[src/rtl/ecg_pkg.sv]
// Shared types and default constants for the ECG R-peak chain
// (also used by the rate calculator and the FIR output logger).
package ecg_pkg;

    localparam int IN_W        = 38;
    localparam int OUT_W       = 16;
    localparam int PKL_INIT    = 4000;
    localparam int REFRACT_LEN = 72;
    localparam int MAX_WIDTH   = 36;

    typedef enum logic [1:0] {
        SEARCH  = 2'd0,
        TRACK   = 2'd1,
        REFRACT = 2'd2
    } det_state_t;

endpackage

[src/rtl/ecg_requant.sv]
// Combinational requantizer: arithmetic shift with round-half-up, then
// saturation to a signed OUT_W-bit sample.
module ecg_requant #(
    parameter int IN_W  = ecg_pkg::IN_W,
    parameter int OUT_W = ecg_pkg::OUT_W,
    parameter int SHIFT = 15
) (
    input  logic signed [IN_W-1:0]  y_in,
    output logic signed [OUT_W-1:0] y_q
);

    localparam logic signed [IN_W:0] HALF =
        {{(IN_W-SHIFT+1){1'b0}}, 1'b1, {(SHIFT-1){1'b0}}};

    logic signed [IN_W:0]       sum;
    logic signed [IN_W:0]       shr;
    logic [IN_W-OUT_W+1:0]      top_bits;

    // The result fits when every bit above the output sign bit matches it.
    // NOTE: every output gets a value on every path, so no latch is inferred.
    always_comb begin
        sum      = {y_in[IN_W-1], y_in} + HALF;
        shr      = sum >>> SHIFT;
        top_bits = shr[IN_W:OUT_W-1];
        if (top_bits == '0 || top_bits == '1) begin
            y_q = shr[OUT_W-1:0];
        end else if (shr[IN_W]) begin
            y_q = {1'b1, {(OUT_W-1){1'b0}}};
        end else begin
            y_q = {1'b0, {(OUT_W-1){1'b1}}};
        end
    end

endmodule

[src/rtl/ecg_rpeak_detector.sv]
// Requantizes the band-pass FIR output and detects R-peaks with an adaptive
// threshold, a bounded peak width and a refractory window.
module ecg_rpeak_detector
    import ecg_pkg::*;
#(
    parameter int IN_W        = ecg_pkg::IN_W,
    parameter int OUT_W       = ecg_pkg::OUT_W,
    parameter int SHIFT       = 15,
    parameter int PKL_INIT    = ecg_pkg::PKL_INIT,
    parameter int REFRACT_LEN = ecg_pkg::REFRACT_LEN,
    parameter int MAX_WIDTH   = ecg_pkg::MAX_WIDTH
) (
    input  logic                    clk,
    input  logic                    rst,
    input  logic                    in_valid,
    input  logic signed [IN_W-1:0]  y_in,
    output logic signed [OUT_W-1:0] y_q,
    output logic                    y_q_valid,
    output logic                    peak_valid,
    output logic [31:0]             peak_idx,
    output logic [OUT_W-1:0]        peak_amp,
    output logic [15:0]             beat_count
);

    localparam int RC_W = $clog2(REFRACT_LEN + 1);
    localparam int WD_W = $clog2(MAX_WIDTH + 1);
    localparam logic [OUT_W-1:0]        AMP_MAX = {1'b0, {(OUT_W-1){1'b1}}};
    localparam logic signed [OUT_W-1:0] Q_MIN   = {1'b1, {(OUT_W-1){1'b0}}};

    logic signed [OUT_W-1:0] y_q_next;
    logic [OUT_W-1:0]        amp_next;
    logic [OUT_W-1:0]        amp_q;
    logic                    amp_valid;
    logic [31:0]             sample_idx;

    det_state_t              state_q, state_d;
    logic [OUT_W-1:0]        cand_amp_q, cand_amp_d;
    logic [31:0]             cand_idx_q, cand_idx_d;
    logic [WD_W-1:0]         width_q, width_d;
    logic [RC_W-1:0]         rcnt_q, rcnt_d;
    logic                    emit;

    logic [OUT_W-1:0]        pkl_q;
    logic [OUT_W-1:0]        thr;
    logic                    above;
    logic [OUT_W+1:0]        pkl_mix;

    ecg_requant #(
        .IN_W  (IN_W),
        .OUT_W (OUT_W),
        .SHIFT (SHIFT)
    ) u_requant (
        .y_in (y_in),
        .y_q  (y_q_next)
    );

    // Magnitude with the most negative code folded onto the positive limit.
    always_comb begin
        if (!y_q[OUT_W-1]) begin
            amp_next = y_q;
        end else if (y_q == Q_MIN) begin
            amp_next = AMP_MAX;
        end else begin
            amp_next = ~y_q + OUT_W'(1);
        end
    end

    // Stages 1 and 2: data loads only behind a valid sample, valid bits just follow.
    // NOTE: sequential state uses non-blocking assignments so every register sees pre-edge values.
    always_ff @(posedge clk) begin
        if (!rst) begin
            y_q       <= '0;
            y_q_valid <= 1'b0;
            amp_q     <= '0;
            amp_valid <= 1'b0;
        end else begin
            y_q_valid <= in_valid;
            amp_valid <= y_q_valid;
            if (in_valid) begin
                y_q <= y_q_next;
            end
            if (y_q_valid) begin
                amp_q <= amp_next;
            end
        end
    end

    assign thr   = pkl_q >> 1;
    assign above = amp_q > thr;

    always_comb begin
        state_d    = state_q;
        cand_amp_d = cand_amp_q;
        cand_idx_d = cand_idx_q;
        width_d    = width_q;
        rcnt_d     = rcnt_q;
        emit       = 1'b0;
        if (amp_valid) begin
            case (state_q)
                SEARCH: begin
                    if (above) begin
                        state_d    = TRACK;
                        cand_amp_d = amp_q;
                        cand_idx_d = sample_idx;
                        width_d    = WD_W'(1);
                    end
                end
                TRACK: begin
                    if (!above) begin
                        emit    = 1'b1;
                        state_d = REFRACT;
                        rcnt_d  = RC_W'(REFRACT_LEN);
                    end else begin
                        // Strict compare keeps the earliest of equal maxima.
                        if (amp_q > cand_amp_q) begin
                            cand_amp_d = amp_q;
                            cand_idx_d = sample_idx;
                        end
                        width_d = width_q + WD_W'(1);
                        if (width_d == WD_W'(MAX_WIDTH)) begin
                            emit    = 1'b1;
                            state_d = REFRACT;
                            rcnt_d  = RC_W'(REFRACT_LEN);
                        end
                    end
                end
                REFRACT: begin
                    rcnt_d = rcnt_q - RC_W'(1);
                    if (rcnt_q == RC_W'(1)) begin
                        state_d = SEARCH;
                    end
                end
                default: state_d = SEARCH;
            endcase
        end
    end

    always_ff @(posedge clk) begin
        if (!rst) begin
            state_q    <= SEARCH;
            cand_amp_q <= '0;
            cand_idx_q <= '0;
            width_q    <= '0;
            rcnt_q     <= '0;
            sample_idx <= '0;
        end else begin
            state_q    <= state_d;
            cand_amp_q <= cand_amp_d;
            cand_idx_q <= cand_idx_d;
            width_q    <= width_d;
            rcnt_q     <= rcnt_d;
            if (amp_valid) begin
                sample_idx <= sample_idx + 32'd1;
            end
        end
    end

    // Peak level tracks 3/4 old level plus 1/4 of the emitted amplitude.
    assign pkl_mix = {1'b0, pkl_q, 1'b0} + {2'b00, pkl_q} + {2'b00, cand_amp_d};

    always_ff @(posedge clk) begin
        if (!rst) begin
            peak_valid <= 1'b0;
            peak_idx   <= '0;
            peak_amp   <= '0;
            beat_count <= '0;
            pkl_q      <= OUT_W'(PKL_INIT);
        end else begin
            peak_valid <= emit;
            if (emit) begin
                peak_idx <= cand_idx_d;
                peak_amp <= cand_amp_d;
                pkl_q    <= pkl_mix[OUT_W+1:2];
                if (beat_count != 16'hFFFF) begin
                    beat_count <= beat_count + 16'd1;
                end
            end
        end
    end

endmodule

[config.mk]
export PLATFORM = sky130hd
export DESIGN_NAME = ecg_rpeak_detector
export DESIGN_NICKNAME = d
export VERILOG_FILES = /design/src/rtl/ecg_pkg.sv /design/src/rtl/ecg_requant.sv /design/src/rtl/ecg_rpeak_detector.sv
export SDC_FILE = /design/constraint.sdc
export NUM_CORES = 1
export LEC_CHECK = 0
export ABC_AREA = 1
export BUFFER_PORTS_ARGS = -buffer_cell sky130_fd_sc_hd__buf_2
export CELL_PAD_IN_SITES_DETAIL_PLACEMENT = 1
export CELL_PAD_IN_SITES_GLOBAL_PLACEMENT = 1
export CORE_MARGIN = 8
export CORE_UTILIZATION = 35
export CTS_BUF_LIST = sky130_fd_sc_hd__clkbuf_4 sky130_fd_sc_hd__clkbuf_8 sky130_fd_sc_hd__clkbuf_16
export DETAILED_ROUTE_END_ITERATION = 10
export GPL_TIMING_DRIVEN = 1
export PLACE_DENSITY_LB_ADDON = 0.2
export SYNTH_ARGS = -nofsm -noshare
export SYNTH_HDL_FRONTEND = slang
export SYNTH_SLANG_ARGS = --single-unit
[constraint.sdc]
create_clock -name clk -period 4.41 [get_ports clk]
set_input_delay 0.882 -clock clk [delete_from_list [all_inputs] [get_ports clk]]
set_output_delay 0.882 -clock clk [all_outputs]
set_load 0.02 [all_outputs]
After elaboration in Yosys (flattened, before gate mapping):

Cells that the tools add are included.
Widths: inputs -> output; s select.

* register bits: 210
* latch bits: 0
* memory bits (writable): 0
* ROM bits: 0
* bits of input ports: 41
* output and inout bits: 82
* word-level logic and storage cells: 75
* memories: 0

* add/sub/neg operators: 8
* $mul: 0
* divide/modulo/power cells: 0
* magnitude comparators: 2
* eq/ne operators: 11
* shifts and indexed selects: 0
* multiplexer cells: 29
* bitwise logic cells: 1
* reductions and logical operators: 9

Operators with widths (number)
* $mux 16: 8
* $mux 32: 4
* $pmux 32 s2: 1
* $add 38x16->39 const B: 1
* $add 32x1->32 const B: 1
* $pmux 16 s2: 1
* $eq 24x24->1 const B: 1
* $logic_not 24->1: 1
* $add 17x16->18: 1
* $add 18x16->18: 1
* $add 16x1->16 const B: 1
* $add 16x2->16 const B: 1
* $eq 16x16->1 const B: 1
* $gt 16x15->1: 1
* $gt 16x16->1: 1
* $ne 16x16->1 const B: 1
* $not 16->16: 1
* $mux 7: 2
* $pmux 7 s2: 1
* $mux 6: 2
* $pmux 6 s2: 1
* $mux 2: 4
* $reduce_and 4->1: 2
* $eq 7x1->1 const B: 1
* 14 further kinds: 20

Depth between registers and ports, before layout:

Gate-level depths: netlist of run 1.

* word-level depth: 7
* depth in mapped cells: 36
* mapped depth without buffers: 36

Modules after synthesis:

A second synthesis of run 1 with hierarchy kept.

* cells, all modules: 1546
* area, all modules: 11249.5 um^2

Modules (own cells, without submodules)
* ecg_rpeak_detector: instances 1, cells an instance 1379, area each 10346.2 um^2, sequential area each 4204.0 um^2
* ecg_requant: instances 1, cells an instance 167, area each 903.4 um^2, sequential area each 0.0 um^2

Worst setup path before layout of run 1:

Ideal clock, no wire load.

* kind: flip-flop to flip-flop
* from: register pkl_q[14]
* to: register pkl_q[13]
* library setup time: 120 ps
* data arrival time: 4480 ps
* required time: 4290 ps
* slack: -190 ps
* stages on the path, launching flop included: 32
* buffers on the path: 1
* clock period less this slack: 4600 ps
* cell sequence: dfxtp_1 > inv_1 > ha_1 > nand2_1 > nor3_2 > nand2_1 > inv_1 > nand2_1 > nand2_1 > nand2_2 > inv_1 > nand2_1 > o22ai_1 > inv_1 > clkbuf_1 > o22ai_1 > nand2_1 > o21ai_0 > fa_1 > fa_1 > o21ai_0 > a31oi_1 > o21ai_0 > inv_1 > o21a_1 > o21ai_0 > nand2_1 > inv_1 > nand2_1 > nand2_1 > xnor2_1 > a21oi_1

* word-level cells in the longest chain between the ends: 5
* elaborated cells between the ends (all ways): 10
* classes of those cells: 2 x add/sub; 1 x order compare; 7 x mux

RTL lines
* start, declared: line ecg_rpeak_detector.sv:43 `logic [OUT_W-1:0] pkl_q;`
* start signal, assigned: line ecg_rpeak_detector.sv:167 `pkl_q <= OUT_W'(PKL_INIT);`
* start signal, assigned: line ecg_rpeak_detector.sv:173 `pkl_q <= pkl_mix[OUT_W+1:2];`
* $gt 16x15->1: line ecg_rpeak_detector.sv:89 `assign above = amp_q > thr;`
* $mux 16 (on tied branches): line ecg_rpeak_detector.sv:109, ecg_rpeak_detector.sv:101
* $pmux 16 s2: line ecg_rpeak_detector.sv:99 `case (state_q)`
* $mux 16: line ecg_rpeak_detector.sv:98 `if (amp_valid) begin`
* $add 18x16->18: line ecg_rpeak_detector.sv:159 `assign pkl_mix = {1'b0, pkl_q, 1'b0} + {2'b00, pkl_q} + {2'b00, cand_amp_d};`

Parallel ways exist; a longest one is shown, timed or not.
A chain may end at the register's enable or synchronous reset.

Final worst setup path of run 1:

* from: register pkl_q[14]
* to: register pkl_q[15]

* word-level cells in the longest chain between the ends: 5
* elaborated cells between the ends (all ways): 10
* classes of those cells: 2 x add/sub; 1 x order compare; 7 x mux

RTL lines
* $gt 16x15->1 *: line ecg_rpeak_detector.sv:89
* $mux 16 (on tied branches): line ecg_rpeak_detector.sv:109, ecg_rpeak_detector.sv:101
* $pmux 16 s2 *: line ecg_rpeak_detector.sv:99
* $mux 16 *: line ecg_rpeak_detector.sv:98
* via cand_amp_d[1]: line ecg_rpeak_detector.sv:37 `logic [OUT_W-1:0] cand_amp_q, cand_amp_d;`
* $add 18x16->18 *: line ecg_rpeak_detector.sv:159

Mark *: on every way through the listed nets, which the timed path passes. The rest lies on a longest branch.

==> results.yml, run 1 <==
hold_path:
  hold_class: "flop to flop"
outcome:
  status: "complete, but fails checks"
  violations: "negative setup slack"
finish:
  multi_input_area_um2: 6190
  n_antenna_cell: 0
  fin_cells: 2087
  stdcell_area_um2: 14100
  drive_gt1_frac: 0.259
  top_regs: "cand_idx_q x32, peak_idx x32, sample_idx x32"
  regArea_um2: 4240
  finalNetCount: 1777
  area_growth_pct: 28.4
  fill_cells: 3876
yosys:
  async_flop_share: 0
  synth_common_cells: "239 x nand2_1, 210 x dfxtp_1, 197 x inv_1, 149 x nor2_1, 137 x o21ai_0"
  ys_top_cells_by_area: "dfxtp_1 38%, nand2_1 8.2%, inv_1 6.7%"
  synthFlopType: "dfxtp_1"
  synth.top_cell.area_share: 0.383
  syn_nets: 1570
  synth_edf_count: 0
  ys_seq_elements: 210
  yosysSeqAreaShare: 0.383
  syn_area_um2: 11000
  ys_warn_count: 0
  synth_cell_types: 60
  synth.largest_area_cell: "dfxtp_1"
  postSynthCellCount: 1460
  avgSynthCellArea_um2: 7.51
  yosysMostFrequentCell: "nand2_1"
placed_design:
  place_ws_ps: -520
  dp_cells: 2012
  place.gp.congestion: 0.799
  place_hpwl_um: 23500
  placed_area_um2: 12500
  io_buffer_count: 108
power:
  switching_power_mw: 1.35
  clockPowerShare: 0.452
  p_leak_nw: 6.01
  power_frac_comb: 0.151
  internal_power_mw: 3.64
  switching_share: 0.270
  irDropWorstVdd_v: 0.000328
  p_seq_frac: 0.397
  powerDensity_nw_per_um2: 354
floorplanning:
  dieWidth_um: 193
  row_count: 65
  io_pins: 123
  die_h_um: 193
  start_util: 0.351
  die_area_um2: 37300
  core-area_um2: 31200
grt:
  grt_pass1_vias: 10900
  grt_pass1_wl_um: 54200
  antenna_found_initial: 0
  grt_max_degree: 91
  grt_overflow: 0
  grtUsageTotal: 0.177
timing:
  finClkSkew_ps: 17.9
  finalSetupViolCount: 3
  slew_violations: 0
  maxSlewHeadroom: 0.236
  layout_min_cycle_time_ps: 4550
  final.period_utilization: 1.03
  rsz0062_at_grt: "true"
  fmax_ghz: 0.220
  tightest_slew_ps: 1150
  timing.setup.tns_ps: -270
  final-hold-violation-count: 0
  worst_slack_ps: -141
critical_path:
  cp-end-kind: "flop"
  slowest_stage: "fa_1"
  worstPathArrival_ps: 5000
  cp.required_ps: 4860
  worst_path_largest_cell_delay_ps: 490
  crit_path_start_kind: "flop"
  cp_max_fo: 4
  critical_path_class: "flop to flop"
detailed_routing:
  ant_nets: 0
  first_iter_violations: 278
  vias: 10400
  dr.pass1.iters: 4
  wl_per_cell_um: 16.0
  viasPerCell: 4.99
  drc: 0
  wl_um: 33500
clock_tree:
  cts_tree: "done"
  ctsRootBufferMaster: "clkbuf_16"
  numCtsBuffers: 26
  cts_buffer_depth: 3
  clk_latency_ps: 540
  clk_pin_slew_ps: 70
  clkSinkCount: 210
  ctsHtreeMaxLevel: 1
run:
  maxCapViolCount: 0
==> worst max-delay path, delay by kind of cell (launching register included) <==
kind            cells  cell delay, ps
flops               1             340
simple gates       16            1340
fa+ha+maj           3            1160
compound gates      7            1160
buf+inv             7             430
==> logic make-up (layout without fill, tap and decap cells) <==
kind of cell	Yosys count	after routing	synth area share
AOI/OAI and AO/OA	342	342	0.178
xor gates and xnor gates	36	36	0.0294
adders and majority gates	69	69	0.0897
buffers and inverters	254	479	0.0909
DFF	210	210	0.383
muxes	7	7	0.00639
and+or+nand+nor	542	542	0.222
==> area by class of cell <==
cell class | count | share of cell area
multi-input combinational | 996 | 0.440
sequential | 210 | 0.301
timing repair buffer | 226 | 0.103
inverter | 207 | 0.0555
clock buffer | 37 | 0.0552
tap | 402 | 0.0357
clock inverter | 9 | 0.00986
==> final timing paths <==
path	startpoint	end	slack, ps	cells past startpoint
hold / removal	peak_idx[26]	peak_idx[26]	450	2
setup reg to reg	pkl_q[14]	pkl_q[15]	-140	33
setup / recovery	pkl_q[14]	pkl_q[15]	-140	33
hold reg to reg	peak_idx[26]	peak_idx[26]	450	2
==> power groups by stage <==
| stage | Combinational, mW | Clock [mW] | Sequential, mW |
|---|---|---|---|
| after floorplan | 0.391 | 0 | 2.01 |
| after CTS | 0.700 | 2.32 | 1.97 |
| after detailed placement | 0.646 | 0 | 2.01 |
| final | 0.755 | 2.25 | 1.98 |
| after global placement | 0.631 | 0 | 2.01 |
| after global routing | 0.836 | 2.38 | 1.98 |
==> per-stage QoR <==
stage | hold WS [ps] | power, mW | utilization
global route | 477 | 5.20 | 0.451
CTS | 454 | 4.99 | 0.439
global placement | 435 | 2.64 | 0.400
finish | 449 | 4.99 | 0.451
detailed placement | 440 | 2.66 | 0.400
floorplan | 426 | 2.40 | -
==> cell usage in the layout, fill, tap and decap left out, types with 5 or more instances in the layout <==
cell type	count
nand2_1	230
dfxtp_1	184
inv_1	181
nor2_1	141
o21ai_0	127
buf_4	113
buf_2	108
a21oi_1	86
ha_1	42
nor3_1	38
nand3_1	35
o22ai_1	32
dfxtp_2	26
clkbuf_16	26
inv_2	21
a21oi_2	21
a22oi_1	19
nand2_2	18
nand4_1	18
xnor2_1	18
xor2_1	17
fa_1	15
a31oi_1	14
nor2_2	12
ha_4	11
or2_2	8
a211oi_1	7
clkbuf_8	7
o21ai_1	6
nor4_1	6
o21a_1	5
mux2i_4	5
==> routing by layer <==
metal	global-route usage	part of all wire	routed length, um
met4	0.0536	0.026	859
met5	0	0	0
met1	0.229	0.48	15900
met2	0.301	0.46	15300
met3	0.0270	0.040	1330
==> repair_timing <==
action / in CTS / in global routing
buffers inserted: 27 / 10
hold buffers: 0 / 0
endpoints found under the setup margin: 8 / 40
pin swaps: 11 / 33
gates resized for setup: 47 / 82
Note: power is estimated with default switching activity, not from simulation.
==> inputs of run 2 (changes only) <==
--- a/config.mk
+++ b/config.mk
@@ -14,7 +14,7 @@
 export CTS_BUF_LIST = sky130_fd_sc_hd__clkbuf_4 sky130_fd_sc_hd__clkbuf_8 sky130_fd_sc_hd__clkbuf_16
 export DETAILED_ROUTE_END_ITERATION = 10
 export GPL_TIMING_DRIVEN = 1
-export PLACE_DENSITY_LB_ADDON = 0.2
+export PLACE_DENSITY_LB_ADDON = 0.1
 export SYNTH_ARGS = -nofsm -noshare
 export SYNTH_HDL_FRONTEND = slang
 export SYNTH_SLANG_ARGS = --single-unit
==> run 2 against run 1 <==
- the flow still finishes with violations (negative setup slack)
- utilization down 0.67 points
- routed wire length decreased by 1.4%
- register-to-register slack gained 50 ps
- global-route usage about the same
- sequential power about the same
- critical endpoint unchanged
- highest routed layer unchanged
==> results.yml, run 2 (synthesis results as in run 1) <==
outcome:
  status: "complete, but fails checks"
  violations: "negative setup slack"
critical_path:
  critPathCapture: "pkl_q[15]"
  rr_endpoint: "pkl_q[15]"
  r2r_cells: 33
  worstPathArrival_ps: 4940
  critical_path_class: "flop to flop"
  cp.required_ps: 4850
  cp-startpoint: "pkl_q[14]"
  r2r_start: "pkl_q[14]"
  cp_max_fo: 4
  r2r_slack_ps: -90
  slowest_stage: "fa_1"
  crit_path_start_kind: "flop"
  cp-end-kind: "flop"
  worst_path_largest_cell_delay_ps: 470
power:
  powerDensity_nw_per_um2: 352
  irDropWorstVdd_v: 0.000252
  clockPowerShare: 0.437
  p_seq_frac: 0.405
  switching_power_mw: 1.32
  internal_power_mw: 3.57
  power_frac_comb: 0.158
  p_leak_nw: 6.01
  switching_share: 0.270
clock_tree:
  clk_latency_ps: 540
  clkSinkCount: 210
  ctsRootBufferMaster: "clkbuf_16"
  clk_pin_slew_ps: 60
  cts_tree: "done"
  ctsHtreeMaxLevel: 1
  numCtsBuffers: 26
  cts_buffer_depth: 3
timing:
  worst_slack_ps: -88.7
  maxSlewHeadroom: 0.551
  final-hold-violation-count: 0
  fmax_ghz: 0.222
  tightest_slew_ps: 674
  rsz0062_at_grt: "true"
  finalSetupViolCount: 2
  layout_min_cycle_time_ps: 4500
  final.period_utilization: 1.02
  finClkSkew_ps: 18.3
  timing.setup.tns_ps: -135
  slew_violations: 0
grt:
  antenna_found_initial: 0
  grt_pass1_wl_um: 54400
  grt_pass1_vias: 10800
  grtUsageTotal: 0.177
  grt_max_degree: 53
  grt_overflow: 0
floorplanning:
  start_util: 0.351
  core-area_um2: 31200
  row_count: 65
  die_h_um: 193
  dieWidth_um: 193
  die_area_um2: 37300
  io_pins: 123
placed_design:
  place_hpwl_um: 24300
  place_ws_ps: -500
  place.gp.congestion: 0.809
  io_buffer_count: 108
finish:
  layout_common_cells: "232 x nand2_1, 192 x dfxtp_1, 186 x inv_1"
  finalNetCount: 1774
  drive_gt1_frac: 0.240
  area_growth_pct: 26.5
  layout_commonest_cell: "nand2_1"
  top_regs: "cand_idx_q x32, peak_idx x32, sample_idx x32"
  n_antenna_cell: 0
  fill_cells: 3926
run:
  maxCapViolCount: 0
hold_path:
  hold_class: "flop to flop"
detailed_routing:
  ant_nets: 0
  first_iter_violations: 321
  drc: 0
  viasPerCell: 4.95
  dr.pass1.iters: 4
  vias: 10300
  wl_per_cell_um: 15.8
  wl_um: 33000
run 2: through the flow:
step	utilization	hold slack (ps)	total power, mW	instance area, um2	cells
after floorplan	-	426	2.40	11000	1460
after global placement	0.403	432	2.67	12600	2023
final	0.444	447	4.88	13900	2084
after CTS	0.439	455	4.91	13700	2078
after detailed placement	0.403	440	2.68	12600	2023
after global routing	0.444	477	5.12	13900	2084
run 2: how the worst min path moves through the flow:
stage / startpoint / endpoint / slack [ps] / cells after the start
6_report: peak_amp[0] / peak_amp[0] / 450 / 2
5_1_grt: peak_amp[6] / peak_amp[6] / 480 / 2
3_5_place_dp: peak_idx[24] / peak_idx[24] / 440 / 2
3_3_place_gp: peak_amp[10] / peak_amp[10] / 430 / 2
4_1_cts: peak_idx[24] / peak_idx[24] / 460 / 2
2_1_floorplan: pkl_q[12] / pkl_q[12] / 430 / 2
run 2: timing repair:
item                       in CTS  in global routing
pin swaps                      14                 24
gates cloned                    0                  0
resized for setup              60                 37
setup buffers                   9                  6
setup endpoints to repair       8                 10
hold buffers                    0                  0
run 2: critical path, delay by kind of cell, from the launching register on:
family	cells	cell delay [ps]
adders and majority gates	3	1120
DFF	1	330
and+or+nand+nor	16	1320
AOI/OAI and AO/OA	7	1210
buffers and inverters	7	430
run 2: area by class of cell:
cell class | instances | area, um2 | area share
clock inverters | 4 | 56.3 | 0.00406
flip-flops and latches | 210 | 4230 | 0.305
repair buffers | 223 | 1440 | 0.104
clock buffers | 42 | 815 | 0.0587
multi-input cells | 996 | 6050 | 0.436
well taps | 402 | 503 | 0.0362
inverters | 207 | 782 | 0.0564
run 2: power groups by stage:
stage	registers, mW	clock network [mW]	logic [mW]
floorplan	2.01	0	0.391
global placement	2.01	0	0.655
detailed placement	2.01	0	0.668
CTS	1.98	2.21	0.720
global route	1.98	2.29	0.852
finish	1.98	2.13	0.769
run 2: per-layer routing:
layer / global-route usage / part of all wire / routed length, um / vias to the layer above
li1: - / - / - / 5247
met1: 0.238 / 0.49 / 16200 / 4908
met2: 0.297 / 0.45 / 15000 / 127
met3: 0.0270 / 0.041 / 1350 / 29
met4: 0.0414 / 0.013 / 417 / 0
met5: 0 / 0 / 0 / -
